==> src/rtl/unidade_controle_multijogador_pkg.sv <==
// rtl/unidade_controle_multijogador_pkg.sv - state and end-reason encodings for the multiplayer game control
// Contents:
//   estado_t      4-bit state codes, also shown on the debug display
//   motivo_t      end-of-game reason codes
//   DB_INVALIDO   debug code shown for an undefined state register value
//   conta_tempo   1 for states in which the active player's timer runs
//   estado_valido 1 for codes that belong to estado_t
package unidade_controle_multijogador_pkg;

  typedef enum logic [3:0] {
    INICIAL          = 4'h0,
    INICIA_ELEMENTOS = 4'h1,
    ESPERA           = 4'h2,
    REGISTRA         = 4'h3,
    COMPARA          = 4'h4,
    PAUSA            = 4'h5,
    GERA_JOGADA      = 4'h6,
    TROCA_JOGADOR    = 4'h7,
    FIM_JOGADA       = 4'h9,
    CONTA_PONTO      = 4'hA,
    DECRESCE         = 4'hE,
    FIM              = 4'hF
  } estado_t;

  typedef enum logic [1:0] {
    MOTIVO_NENHUM  = 2'b00,
    MOTIVO_TEMPO   = 2'b01,
    MOTIVO_ERROS   = 2'b10,
    MOTIVO_RODADAS = 2'b11
  } motivo_t;

  localparam logic [3:0] DB_INVALIDO = 4'hD;

  function automatic logic conta_tempo(input estado_t e);
    return e inside {ESPERA, REGISTRA, COMPARA, DECRESCE, CONTA_PONTO,
                     GERA_JOGADA, TROCA_JOGADOR, FIM_JOGADA};
  endfunction

  function automatic logic estado_valido(input logic [3:0] c);
    return c inside {4'h0, 4'h1, 4'h2, 4'h3, 4'h4, 4'h5, 4'h6, 4'h7,
                     4'h9, 4'hA, 4'hE, 4'hF};
  endfunction

endpackage

==> src/rtl/unidade_controle_multijogador_contador.sv <==
// rtl/unidade_controle_multijogador_contador.sv - modulo-M counter with clear, enable and wrap pulse
// Ports:
//   clock, reset   clock and asynchronous active-high reset
//   zera           synchronous clear (wins over conta)
//   conta          count enable
//   valor          current count, 0..M-1
//   valor_prox     value the counter takes at the next edge
//   fim_ciclo      1 when the next edge wraps M-1 back to 0
module contador_modulo_m #(
  parameter int M = 2,
  parameter int W = 1
) (
  input  logic         clock,
  input  logic         reset,
  input  logic         zera,
  input  logic         conta,
  output logic [W-1:0] valor,
  output logic [W-1:0] valor_prox,
  output logic         fim_ciclo
);

  assign fim_ciclo = conta && !zera && (valor == W'(M - 1));

  always_comb begin
    valor_prox = valor;
    if (zera || fim_ciclo)
      valor_prox = '0;
    else if (conta)
      valor_prox = valor + W'(1);
  end

  always_ff @(posedge clock or posedge reset) begin
    if (reset)
      valor <= '0;
    else
      valor <= valor_prox;
  end

endmodule

==> src/rtl/unidade_controle_multijogador.sv <==
// rtl/unidade_controle_multijogador.sv - Moore game-control FSM for N players taking turns
// Ports:
//   clock, reset     clock and asynchronous active-high reset
//   iniciar          start a game (inicial only)
//   terminar         leave fim (fim only)
//   pausar           pause level
//   temJogada        move available
//   acertou          compare result, valid in compara
//   fimT[N_JOG]      per-player timer expired
//   registraR/zeraR  move register load / clear
//   zeraT/zeraP/zeraG clear timers / scores / move generator
//   geraNova         request new target move
//   contaT[N_JOG]    active player's timer enable
//   decresceT[N_JOG] penalty pulse to active player's timer
//   contaP[N_JOG]    score pulse to active player's counter
//   jogador_atual    active player index
//   motivo_fim       end reason (none/timeout/errors/rounds)
//   db_estado        state code for the debug display
module unidade_controle_multijogador
  import unidade_controle_multijogador_pkg::*;
#(
  parameter int N_JOG           = 2,
  parameter int W_JOG           = 1,
  parameter int MAX_ERROS       = 3,
  parameter int W_ERR           = 2,
  parameter int N_RODADAS       = 8,
  parameter int W_ROD           = 4,
  parameter int MODO_PENALIDADE = 1
) (
  input  logic             clock,
  input  logic             reset,
  input  logic             iniciar,
  input  logic             terminar,
  input  logic             pausar,
  input  logic             temJogada,
  input  logic             acertou,
  input  logic [N_JOG-1:0] fimT,
  output logic             registraR,
  output logic             zeraR,
  output logic             zeraT,
  output logic             zeraP,
  output logic             zeraG,
  output logic             geraNova,
  output logic [N_JOG-1:0] contaT,
  output logic [N_JOG-1:0] decresceT,
  output logic [N_JOG-1:0] contaP,
  output logic [W_JOG-1:0] jogador_atual,
  output logic [1:0]       motivo_fim,
  output logic [3:0]       db_estado
);

  // With no round limit the round counter simply wraps over its full width.
  localparam int M_ROD = (N_RODADAS == 0) ? (1 << W_ROD) : N_RODADAS;

  estado_t          estado, estado_prox;
  logic [W_JOG-1:0] jog_prox;
  logic             jog_volta;
  logic [W_ROD-1:0] rodadas_unused, rodadas_prox_unused;
  logic             rod_limite;
  logic [W_ERR-1:0] erros [N_JOG];
  logic [W_ERR-1:0] erro_atual, erro_inc;
  logic             lim_erros, lim_rodadas, tempo_esgotado;
  logic [N_JOG-1:0] sel_prox;

  contador_modulo_m #(.M(N_JOG), .W(W_JOG)) u_jogador (
    .clock      (clock),
    .reset      (reset),
    .zera       (estado == INICIA_ELEMENTOS),
    .conta      (estado == TROCA_JOGADOR),
    .valor      (jogador_atual),
    .valor_prox (jog_prox),
    .fim_ciclo  (jog_volta)
  );

  // Its wrap pulse marks the edge where the round count reaches N_RODADAS.
  contador_modulo_m #(.M(M_ROD), .W(W_ROD)) u_rodadas (
    .clock      (clock),
    .reset      (reset),
    .zera       (estado == INICIA_ELEMENTOS),
    .conta      (jog_volta),
    .valor      (rodadas_unused),
    .valor_prox (rodadas_prox_unused),
    .fim_ciclo  (rod_limite)
  );

  assign tempo_esgotado = fimT[jogador_atual];
  assign erro_atual     = erros[jogador_atual];
  assign erro_inc       = (erro_atual == '1) ? erro_atual : erro_atual + W_ERR'(1);
  assign lim_erros      = (MAX_ERROS != 0) && (erro_inc == W_ERR'(MAX_ERROS));
  assign lim_rodadas    = (N_RODADAS != 0) && rod_limite;
  assign sel_prox       = N_JOG'(1) << jog_prox;

  assign db_estado = estado_valido(4'(estado)) ? 4'(estado) : DB_INVALIDO;

  always_comb begin
    estado_prox = estado;
    case (estado)
      INICIAL:          if (iniciar) estado_prox = INICIA_ELEMENTOS;
      INICIA_ELEMENTOS: estado_prox = ESPERA;
      ESPERA: begin
        if (tempo_esgotado)  estado_prox = FIM;
        else if (pausar)     estado_prox = PAUSA;
        else if (temJogada)  estado_prox = REGISTRA;
      end
      PAUSA:            if (!pausar) estado_prox = ESPERA;
      REGISTRA:         estado_prox = COMPARA;
      COMPARA:          estado_prox = acertou ? CONTA_PONTO : DECRESCE;
      DECRESCE:         estado_prox = lim_erros ? FIM : FIM_JOGADA;
      CONTA_PONTO:      estado_prox = GERA_JOGADA;
      GERA_JOGADA:      estado_prox = TROCA_JOGADOR;
      TROCA_JOGADOR:    estado_prox = lim_rodadas ? FIM : FIM_JOGADA;
      FIM_JOGADA:       estado_prox = ESPERA;
      FIM:              if (terminar) estado_prox = INICIAL;
      default:          estado_prox = INICIAL;
    endcase
  end

  // Outputs are registered from the next state and next player, so they always
  // equal the Moore decode of the state register without a decode delay.
  always_ff @(posedge clock or posedge reset) begin
    if (reset) begin
      estado     <= INICIAL;
      registraR  <= 1'b0;
      zeraR      <= 1'b0;
      zeraT      <= 1'b0;
      zeraP      <= 1'b0;
      zeraG      <= 1'b0;
      geraNova   <= 1'b0;
      contaT     <= '0;
      decresceT  <= '0;
      contaP     <= '0;
      motivo_fim <= MOTIVO_NENHUM;
      for (int i = 0; i < N_JOG; i++) erros[i] <= '0;
    end else begin
      estado    <= estado_prox;
      registraR <= (estado_prox == REGISTRA);
      zeraR     <= (estado_prox == FIM_JOGADA);
      zeraT     <= (estado_prox == INICIA_ELEMENTOS);
      zeraP     <= (estado_prox == INICIA_ELEMENTOS);
      zeraG     <= (estado_prox == INICIA_ELEMENTOS);
      geraNova  <= (estado_prox == INICIA_ELEMENTOS) || (estado_prox == GERA_JOGADA);
      contaT    <= conta_tempo(estado_prox) ? sel_prox : '0;
      decresceT <= ((estado_prox == DECRESCE) && (MODO_PENALIDADE != 0)) ? sel_prox : '0;
      contaP    <= (estado_prox == CONTA_PONTO) ? sel_prox : '0;

      if (estado == INICIA_ELEMENTOS) begin
        motivo_fim <= MOTIVO_NENHUM;
        for (int i = 0; i < N_JOG; i++) erros[i] <= '0;
      end

      if (estado == DECRESCE)
        erros[jogador_atual] <= erro_inc;

      // The reason is latched on entry to fim from whichever state ended the game.
      if (estado_prox == FIM && estado != FIM) begin
        case (estado)
          ESPERA:        motivo_fim <= MOTIVO_TEMPO;
          DECRESCE:      motivo_fim <= MOTIVO_ERROS;
          TROCA_JOGADOR: motivo_fim <= MOTIVO_RODADAS;
          default:       motivo_fim <= motivo_fim;
        endcase
      end
    end
  end

endmodule

==> config.mk <==
export PLATFORM = sky130hd
export DESIGN_NAME = unidade_controle_multijogador
export DESIGN_NICKNAME = d
export VERILOG_FILES = /design/src/rtl/unidade_controle_multijogador_pkg.sv /design/src/rtl/unidade_controle_multijogador_contador.sv /design/src/rtl/unidade_controle_multijogador.sv
export SDC_FILE = /design/constraint.sdc
export NUM_CORES = 1
export LEC_CHECK = 0
export BUFFER_PORTS_ARGS = -buffer_cell sky130_fd_sc_hd__buf_2
export CORE_ASPECT_RATIO = 0.7
export CORE_MARGIN = 4
export CORE_UTILIZATION = 54
export CTS_CLUSTER_SIZE = 16
export DETAILED_ROUTE_END_ITERATION = 16
export PLACE_DENSITY = 0.78
export SYNTH_ARGS = -nofsm -noshare
export SYNTH_HDL_FRONTEND = slang
export SYNTH_HIERARCHICAL = 1
export SYNTH_SLANG_ARGS = --single-unit
==> constraint.sdc <==
create_clock -name clock -period 3.6 [get_ports clock]
set_clock_uncertainty 0.05 [all_clocks]
set_input_delay 0.72 -clock clock [delete_from_list [all_inputs] [get_ports clock]]
set_output_delay 0.72 -clock clock [all_outputs]
set_load 0.05 [all_outputs]
# --- After elaboration in Yosys (flattened, before gate mapping) ---
# Cells that the tools add are included.
totals:
  ff_bits: 25
  input_bits: 9
  output_inout_bits: 19
op_classes:
  n_addsub: 3
  order_cmp: 3
  n_eq_ne: 26
  n_shift: 1
  n_mux: 32
  n_bitwise: 1
  reduce_logical: 17
ops:
  columns: ["operator", "n"]
  rows:
  - ["$mux 4", 11]
  - ["$pmux 4 s11", 1]
  - ["$eq 4x3->1 const B", 8]
  - ["$eq 4x4->1 const B", 8]
  - ["$mux 2", 10]
  - ["$eq 4x2->1 const B", 4]
  - ["$reduce_bool 12->1", 1]
  - ["$mux 3", 3]
  - ["$eq 4x1->1 const B", 2]
  - ["$reduce_bool 8->1", 1]
  - ["$logic_and 1x1->1", 6]
  - ["$pmux 2 s3", 1]
  - ["$add 4x1->4 const B", 1]
  - ["$bwmux 4", 1]
  - ["$eq 2x2->1 const B", 2]
  - ["$logic_not 4->1", 1]
  - ["$mux 1", 4]
  - ["$ne 4x3->1 const B", 1]
  - ["$ne 4x4->1 const B", 1]
  - ["$reduce_bool 2->1", 2]
  - ["$logic_or 1x1->1", 3]
  - ["$add 2x1->2 const B", 1]
  - ["$demux 2 s1", 1]
  - ["$ge 2x2->1 const B", 1]
  - ["8 further kinds", 8]

# --- Depth between registers and ports, before layout ---
# Gate-level depths: netlist of the first run.
logic_depth:
  ltp_word: 13
  depth_mapped: 14
  ltp_nobuf: 12

# --- Modules after synthesis ---
# The synthesis of the first run kept the hierarchy.
modules_own_cells:
  columns: ["mod", "n_inst", "cells_each", "area_each_um2", "seq_area_each_um2"]
  rows:
  - ["unidade_controle_multijogador", 1, 115, 1159.9, 500.5]
  - ["contador_modulo_m at u_rodadas", 1, 19, 198.9, 100.1]
  - ["contador_modulo_m at u_jogador", 1, 6, 48.8, 25.0]

# --- Least setup slack after synthesis of the first run ---
# No wires, ideal clock.
synth_path:
  path_type: "reg-to-output"
  from: "register estado[1]"
  to: "output db_estado[2]"
  arrival_time_ns: 1.986
  slack_ns: 0.844
  path_stages_with_launch: 4
  cell_sequence: "dfrtp_1 > buf_2 > and2b_1 > o31ai_1"
synth_between:
  elab_chain_cells: 3
  elab_cells_between_ends: 14
  classes_between: "eq/ne: 11; mux: 1; reduce/logical: 2"
synth_rtl:
  columns: ["item", "line_no", "text"]
  rows:
  - ["start, declared", "unidade_controle_multijogador.sv:55", "estado_t estado, estado_prox;"]
  - ["start signal, assigned", "unidade_controle_multijogador.sv:135", "estado <= estado_prox;"]
  - ["$eq 4x1->1, or another cell as far along", "unidade_controle_multijogador_pkg.sv:40", "return c inside {4'h0, 4'h1, 4'h2, 4'h3, 4'h4, 4'h5, 4'h6, 4'h7,"]
  - ["$reduce_bool 12->1 (*)", "unidade_controle_multijogador_pkg.sv:40", null]
  - ["$mux 4 (*)", "unidade_controle_multijogador.sv:93", "assign db_estado = estado_valido(4'(estado)) ? 4'(estado) : DB_INVALIDO;"]
  - ["end, declared", "unidade_controle_multijogador.sv:49", "output logic [3:0] db_estado"]
# Every way passes the cells marked *; elsewhere a longest branch is shown, timed or not.

# --- Worst setup path in the final report of the first run ---
layout_path:
  from: "register estado[0]"
  to: "register motivo_fim[0]"
layout_between:
  elab_chain_cells: 12
  elab_cells_between_ends: 34
  classes_between: "eq/ne: 14; mux: 10; reduce/logical: 10"
layout_rtl:
  columns: ["item", "line_no", "text"]
  rows:
  - ["$eq 4x1->1", "unidade_controle_multijogador.sv:68", ".zera (estado == INICIA_ELEMENTOS),"]
  - ["$logic_not 1->1", "unidade_controle_multijogador_contador.sv:22", "assign fim_ciclo = conta && !zera && (valor == W'(M - 1));"]
  - ["$logic_and 1x1->1 (*) (2 in series)", "unidade_controle_multijogador_contador.sv:22", null]
  - ["via jog_volta", "unidade_controle_multijogador.sv:57", "logic jog_volta;"]
  - ["$logic_and 1x1->1 (*) (2 in series)", "unidade_controle_multijogador_contador.sv:22", null]
  - ["via lim_rodadas", "unidade_controle_multijogador.sv:62", "logic lim_erros, lim_rodadas, tempo_esgotado;"]
  - ["$mux 3 (*)", "unidade_controle_multijogador.sv:111", "TROCA_JOGADOR: estado_prox = lim_rodadas ? FIM : FIM_JOGADA;"]
  - ["$pmux 4 s11 (*)", "unidade_controle_multijogador.sv:97", "case (estado)"]
  - ["$eq 4x4->1 (*)", "unidade_controle_multijogador.sv:155", "if (estado_prox == FIM && estado != FIM) begin"]
  - ["$logic_and 1x1->1 (*)", "unidade_controle_multijogador.sv:155", null]
  - ["$ne 4x3->1 (no source line) or $reduce_bool 2->1 (tied branches)", null, null]
  - ["$reduce_and 2->1 (no source line)", null, null]
  - ["end signal, assigned", "unidade_controle_multijogador.sv:160", "default: motivo_fim <= motivo_fim;"]
  - ["end, declared", "unidade_controle_multijogador.sv:48", "output logic [1:0] motivo_fim,"]
# The timed path passes the listed nets; every way through them passes the cells marked *.
# A chain may end at the register's enable or synchronous reset.

==> results of run 1 <==
## cells in the mapped netlist, types with 2 or more instances
cell	instances	area (um2)
a21oi_1	5	25.0
a31oi_1	4	25.0
and2_1	3	18.8
and2b_1	2	15.0
and3_1	2	12.5
buf_4	4	30.0
buf_6	2	22.5
dfrtp_1	25	626
inv_1	15	56.3
mux2i_1	3	30.0
nand2_1	8	30.0
nand2b_1	3	18.8
nand3_1	2	10.0
nand4b_1	2	17.5
nor2_1	16	60.1
nor3_1	2	10.0
o21ai_0	2	10.0
o21ai_1	2	10.0
o31ai_1	2	15.0
xnor2_1	2	17.5
xor2_1	2	17.5
## placed cells by master, fill, tap and decap left out, types with 3 or more instances in the layout
master and n:
a21oi_1 5, a31oi_1 4, and2_1 3, buf_2 27, buf_4 4, clkbuf_8 3
dfrtp_1 25, inv_1 15, mux2i_1 3, nand2_1 8, nand2b_1 3, nor2_1 16
## cell type report
cell class	instances	share of cell area, %
Multi-Input combinational cell	91	41.2
Timing Repair Buffer	31	10.3
Clock buffer	3	2.58
Clock inverter	1	0.468
Sequential cell	25	39.0
Inverter	16	3.75
Tap cell	34	2.65
## logic make-up after synthesis
family / synth area share [%]
compound gates: 14.4
xor+xnor: 2.49
fa+ha+maj: 0.889
buf+inv: 8.62
flops: 44.4
mux: 2.93
simple gates: 26.2
## worst max path at each step
stage / start / to / slack, ps / cells past startpoint
2_1_floorplan: estado[1] / db_estado[2] / 840 / 3
3_3_place_gp: estado[0] / motivo_fim[0] / 830 / 11
3_5_place_dp: estado[0] / motivo_fim[0] / 610 / 11
4_1_cts: estado[0] / motivo_fim[0] / 590 / 11
5_1_grt: estado[0] / motivo_fim[0] / 300 / 11
6_report: estado[0] / motivo_fim[0] / 600 / 11
## per-stage QoR
step                hold WS (ps)  power, W
finish                       244   0.00150
global route                 239   0.00160
CTS                          238   0.00150
detailed placement           453   0.00133
global placement             429   0.00133
floorplan                    399   0.00117
## power by group through the flow
stage	sequential (W)	clock, W	combinational, W
finish	0.000414	0.000164	0.000920
global route	0.000425	0.000183	0.000995
CTS	0.000414	0.000169	0.000916
detailed placement	0.000416	0	0.000915
global placement	0.000414	0	0.000913
floorplan	0.000552	0	0.000616
## layer usage
| metal | up-vias | routed length (um) |
|---|---|---|
| met1 | 517 | 1380 |
| met5 | - | 0 |
| li1 | 537 | - |
| met4 | 0 | 35 |
| met2 | 39 | 1280 |
| met3 | 7 | 181 |
## critical path: stages (launching register included)
cell and delay, ps:
dfrtp_1 430, and2b_1 240, nand2_1 200, inv_1 150, nor2_1 340, nand4b_1 200
nor2_1 130, nand2b_1 60, a221o_1 350, and4_1 230, nor4_4 330, mux2i_1 210
## sequential cells by signal, indices dropped and copies added, names as in the netlist
name	cells
u_rodadas/valor	4
erros	4
contaT	2
estado	4
u_jogador/valor	1
contaP	2
decresceT	2
zeraR	1
geraNova	1
registraR	1
motivo_fim	2
zeraG	1
==> summary.md, run 1 <==
| Metric | Value |
|---|---|
| Die ar. | `approximately 3500 um2` |
| Pre-CTS WS | `roughly 610 ps` |
| Cell Int Power | `0.000721 W` |
| Crit path time final | `3000 ps` |
| Synth warn | `6` |
| Finished Layout Cells | `201` |
| Register area share after synthesis | `between 40% and 50%` |
| Vias | `about 1.1k` |
| Met1 Resource Use GR | `23.7%` |
| Max Freq | `333 MHz` |
| Seq pwr share | `27.6%` |
| Slew margin rel. | `approximately half` |
| GR Util All Layers | `18.3%` |
| Met3 global-route usage | `5.40%` |
| Reg2Reg Launch Point | `estado[0]` |
| Post-synthesis cell count | `140` |
| Leakage | `0.824 nW` |
| CTS Hold Bufs | `0` |
| Antenna violations before repair | `0` |
| Grt ovf | `0` |
| Asr flop ratio synth | `100%` |
| Post-placement cell area | `between 1500 and 2000 um2` |
| DRT Pass-1 Iters | `4` |
| Fillers | `209` |
| Die Span Y | `slightly above 50 um` |
| P_sw | `approximately 0.00078 W` |
| I/O pins | `28` |
| Total negative setup slack | `0 ps` |
| RSZ-0062 raised after global routing | `no` |
| CP endpoint kind | `register` |
| EDFF count, synth | `0` |
| Area of the core | `2480 um2` |
| #FFs+latches synth | `25` |
| Slew Limit Fails | `0` |
| H-tree depth | `1` |
| CP Max Fanout | `7` |
| Required @ worst endpoint | `3750 ps` |
| DIE WIDTH | `just under 70 um` |
| Worst slew pin tran | `between 700 and 800 ps` |
| Longest Clk Path Bufs | `2` |
| Placed Cells | `197` |
| Syn nets | `150` |
| Cell Pwr Density | `roughly 930 nW/um2` |
| Setup Viol. Count Final | `0` |
| Ant. Diodes | `0` |
| Reg2Reg Setup Slack | `600 ps` |
| P&R area growth vs syn | `13.9%` |
| Crit path kind | `reg2reg` |
| Synth Flop Type | `dfrtp_1` |
| Post-Route WL | `2880 um` |
| CTS tree | `yes` |
| Maxcap violations | `0` |
| # Post-CTS Setup Buffers | `0` |
| Vias per std cell | `5.47` |
| Drt drc | `0` |
| Cell area after layout | `1600 um2` |
| TritonCTS Buffers | `3` |
| Final net count | `about 180` |
| Post_cts resized | `0` |
| Max rail drop VDD | `462 uV` |
| Period utilization | `83.4%` |
| Utilization after layout | `64.7%` |
| Clock power frac | `a little over a tenth` |
| First-pass GRT wire length | `about 5100 um` |
| Worst skew pair latency | `270 ps` |
| I/O Buffers | `27` |
| CTS Sinks | `25` |
| Reg2reg path depth | `11` |
| Root Driver | `clkbuf_8` |
| Register area | `626 um2` |
| Status | `finished clean` |
| WP data arrival | `about 3200 ps` |
| R2R Path End | `motivo_fim[0]` |
| Slack of the critical path | `around 600 ps` |
| Synth cell types | `53` |
| DP HPWL | `2270 um` |
| Multi-input logic area | `between 600 and 700 um2` |
| Met2 global-route usage | `a little under a third` |
| Hold Crit Class | `in2async` |
| Antenna Nets Post-Route | `0` |
| Layout cells sized above 1 | `29.3%` |
| Comb power frac | `about three fifths` |
| Largest net degree at the start of global routing | `21` |
| Syn_area_per_cell | `10.1 um2` |
| Netlist Area Pre-Place | `1410 um2` |
| Final Hold Vio Count | `0` |
| DR WL/cell | `14.3 um` |
| Startpoint Class | `register` |
| Final GP Congestion | `0.849` |
| Initial cell density of the core | `~57%` |
| Initial DRC count | `59` |
| Number of global-route vias before repair | `1077` |
| GRT busiest layer | `met2` |
| Switching share of power | `51.9%` |
| Core Rows | `15` |
| Clock-pin slew on the worst setup and hold paths | `about 80 ps` |
(Power assumes the default switching activity.)
==> inputs of run 2 (changes only) <==
- clock period: 3.6 -> 2.8 ns (I/O delays scaled with it)
==> run 2 against run 1 <==
  * Sequential share of layout area fell by 0.79 points
  * Largest cell class unchanged
  * Worst setup slack got worse by 410 ps
  * Flip-flop and latch count did not move
  * Sequential power grew 29%
  * Utilization up 1.5 points
  * Combinational power is 33% higher
==> summary.md, run 2 (same netlist as run 1, synthesis figures left out) <==
| Metric | Value |
|---|---|
| TritonCTS Buffers | `3 (unchanged)` |
| Core Rows | `15 (unchanged)` |
| Initial cell density of the core | `56.8% (unchanged)` |
| I/O pins | `28 (unchanged)` |
| Status | `finished clean` |
| Worst slew pin tran | `740 ps (+15.5 ps)` |
| Die Span Y | `50.7 um (unchanged)` |
| Worst skew pair latency | `270 ps (about the same)` |
| Crit path time final | `2610 ps (-390 ps)` |
| Final net count | `183 (+2.8%)` |
| Startpoint Class | `register` |
| Cell Pwr Density | `1200 nW/um2 (+29%)` |
| Final Hold Vio Count | `0 (unchanged)` |
| CTS Hold Bufs | `0 (unchanged)` |
| Largest net degree at the start of global routing | `21 (unchanged)` |
| First-pass GRT wire length | `5180 um (+2.5%)` |
| Slew margin rel. | `50.6% (-1.0 points)` |
| GR Util All Layers | `18.2% (-0.15 points)` |
| DIE WIDTH | `69.0 um (unchanged)` |
| Drt drc | `0 (unchanged)` |
| DP HPWL | `2310 um (+1.7%)` |
| Vias | `1137 (+3.4%)` |
| Capture point of the critical path | `motivo_fim[0]` |
| R2R Path End | `motivo_fim[0]` |
| Die ar. | `3500 um2 (unchanged)` |
| Top Registers | `erros x4, estado x4, u_rodadas/valor x4` |
| Reg2reg path depth | `11 (unchanged)` |
| Antenna violations before repair | `0 (unchanged)` |
| Max Freq | `383 MHz (+15%)` |
| Longest Clk Path Bufs | `2 (unchanged)` |
| Total negative setup slack | `0 ps (unchanged)` |
| Clock-pin slew on the worst setup and hold paths | `90 ps (about the same)` |
| Max rail drop VDD | `538 uV (+17%)` |
| Setup Viol. Count Final | `0 (unchanged)` |
| Vias per std cell | `5.52 (+0.85%)` |
| CP Max Fanout | `7 (unchanged)` |
| Commonest cells after routing, fill and taps aside | `buf_2 (27), dfrtp_1 (24), nor2_1 (16)` |
| Period utilization | `93.3% (+9.9 points)` |
| Reg2Reg Setup Slack | `190 ps (-410 ps)` |
| Grt ovf | `0 (unchanged)` |
| Utilization after layout | `66.2% (+1.5 points)` |
| Commonest non-fill, non-tap cell in the layout | `buf_2` |
| Slew Limit Fails | `0 (unchanged)` |
| Crit path from | `estado[1]` |
| Reg2Reg Launch Point | `estado[1]` |
| Layout cells sized above 1 | `32.0% (+2.6 points)` |
| Cell area after layout | `1640 um2 (+2.3%)` |
| Final GP Congestion | `0.892 (+5.0%)` |
| Post-Route WL | `2930 um (+1.8%)` |
| Required @ worst endpoint | `2940 ps (-810 ps)` |
| H-tree depth | `1 (unchanged)` |
| Root Driver | `clkbuf_8` |
| Leakage | `0.847 nW (+2.8%)` |
| Crit path kind | `reg2reg` |
| Hold Crit Class | `in2async` |
| Number of global-route vias before repair | `1127 (+4.6%)` |
| P&R area growth vs syn | `16.4%` |
| Antenna Nets Post-Route | `0 (unchanged)` |
| CP endpoint kind | `register` |
| CTS tree | `yes` |
| CTS Sinks | `25 (unchanged)` |
| Initial DRC count | `72 (+22%)` |
| WP data arrival | `2760 ps (-390 ps)` |
| RSZ-0062 raised after global routing | `no` |
| Ant. Diodes | `0 (unchanged)` |
| Area of the core | `2480 um2 (unchanged)` |
| Maxcap violations | `0 (unchanged)` |
| DRT Pass-1 Iters | `4 (unchanged)` |
| Post-placement cell area | `1580 um2 (+1.9%)` |
| I/O Buffers | `27 (unchanged)` |
| DR WL/cell | `14.2 um (-0.66%)` |
[run 2: changes by cell type in the layout (fill, tap and decap cells not counted), sizes merged]
cell / change
clkbuf: +1
buf: +4
[run 2: worst min-delay path by stage]
stage                     slack (ps)               to  cells after the start  startpoint
after floorplan                  240  u_jogador/valor                      1       reset
after CTS                         80  u_jogador/valor                      2       reset
after detailed placement         370  u_jogador/valor                      2       reset
after global routing              70  u_jogador/valor                      2       reset
after global placement           360  u_jogador/valor                      2       reset
final                             80  u_jogador/valor                      2       reset
[run 2: repair_timing]
action                     4_1_cts  5_1_grt
setup buffers                    0        1
resized for setup                0        1
setup endpoints to repair        0        1
[run 2: worst max-delay path, cell delays in order (launching register included)]
cell and delay, ps:
dfrtp_2 420, and2b_1 200, nand2_1 90, inv_1 120, nor2_1 170, nand4b_1 140
nor2_1 140, nand2b_1 70, a221o_1 360, and4_1 230, nor4_4 330, mux2i_1 230
[run 2: cell type report]
cell class	instances	area [um2]
clock buffers	3	41.3
flip-flops and latches	25	627
well taps	34	42.5
multi-input cells	91	661
inverters	16	60.1
repair buffers	36	200
fillers	213	838
clock inverters	1	7.51
[run 2: through the flow]
step	total power, W	setup slack, ps	instances	hold WS [ps]
finish	0.00197	186	206	80.1
global route	0.00211	45.4	206	65.1
CTS	0.00197	90.0	205	77.4
detailed placement	0.00175	112	201	369
global placement	0.00172	304	201	365
floorplan	0.00150	127	140	239
[run 2: where the power goes]
group	total, W	switching (W)	internal [W]
Sequential	0.000536	0.0000750	0.000461
Clock	0.000214	0.000113	0.000101
Combinational	0.00122	0.000830	0.000394
Total	0.00197	0.00102	0.000956
[run 2: metal layers]
layer / GRT usage (%) / part of all wire (%)
met1: 24.0 / 48
met3: 4.60 / 6.5
met4: 2.27 / 0
met2: 31.2 / 46
met5: 0 / 0
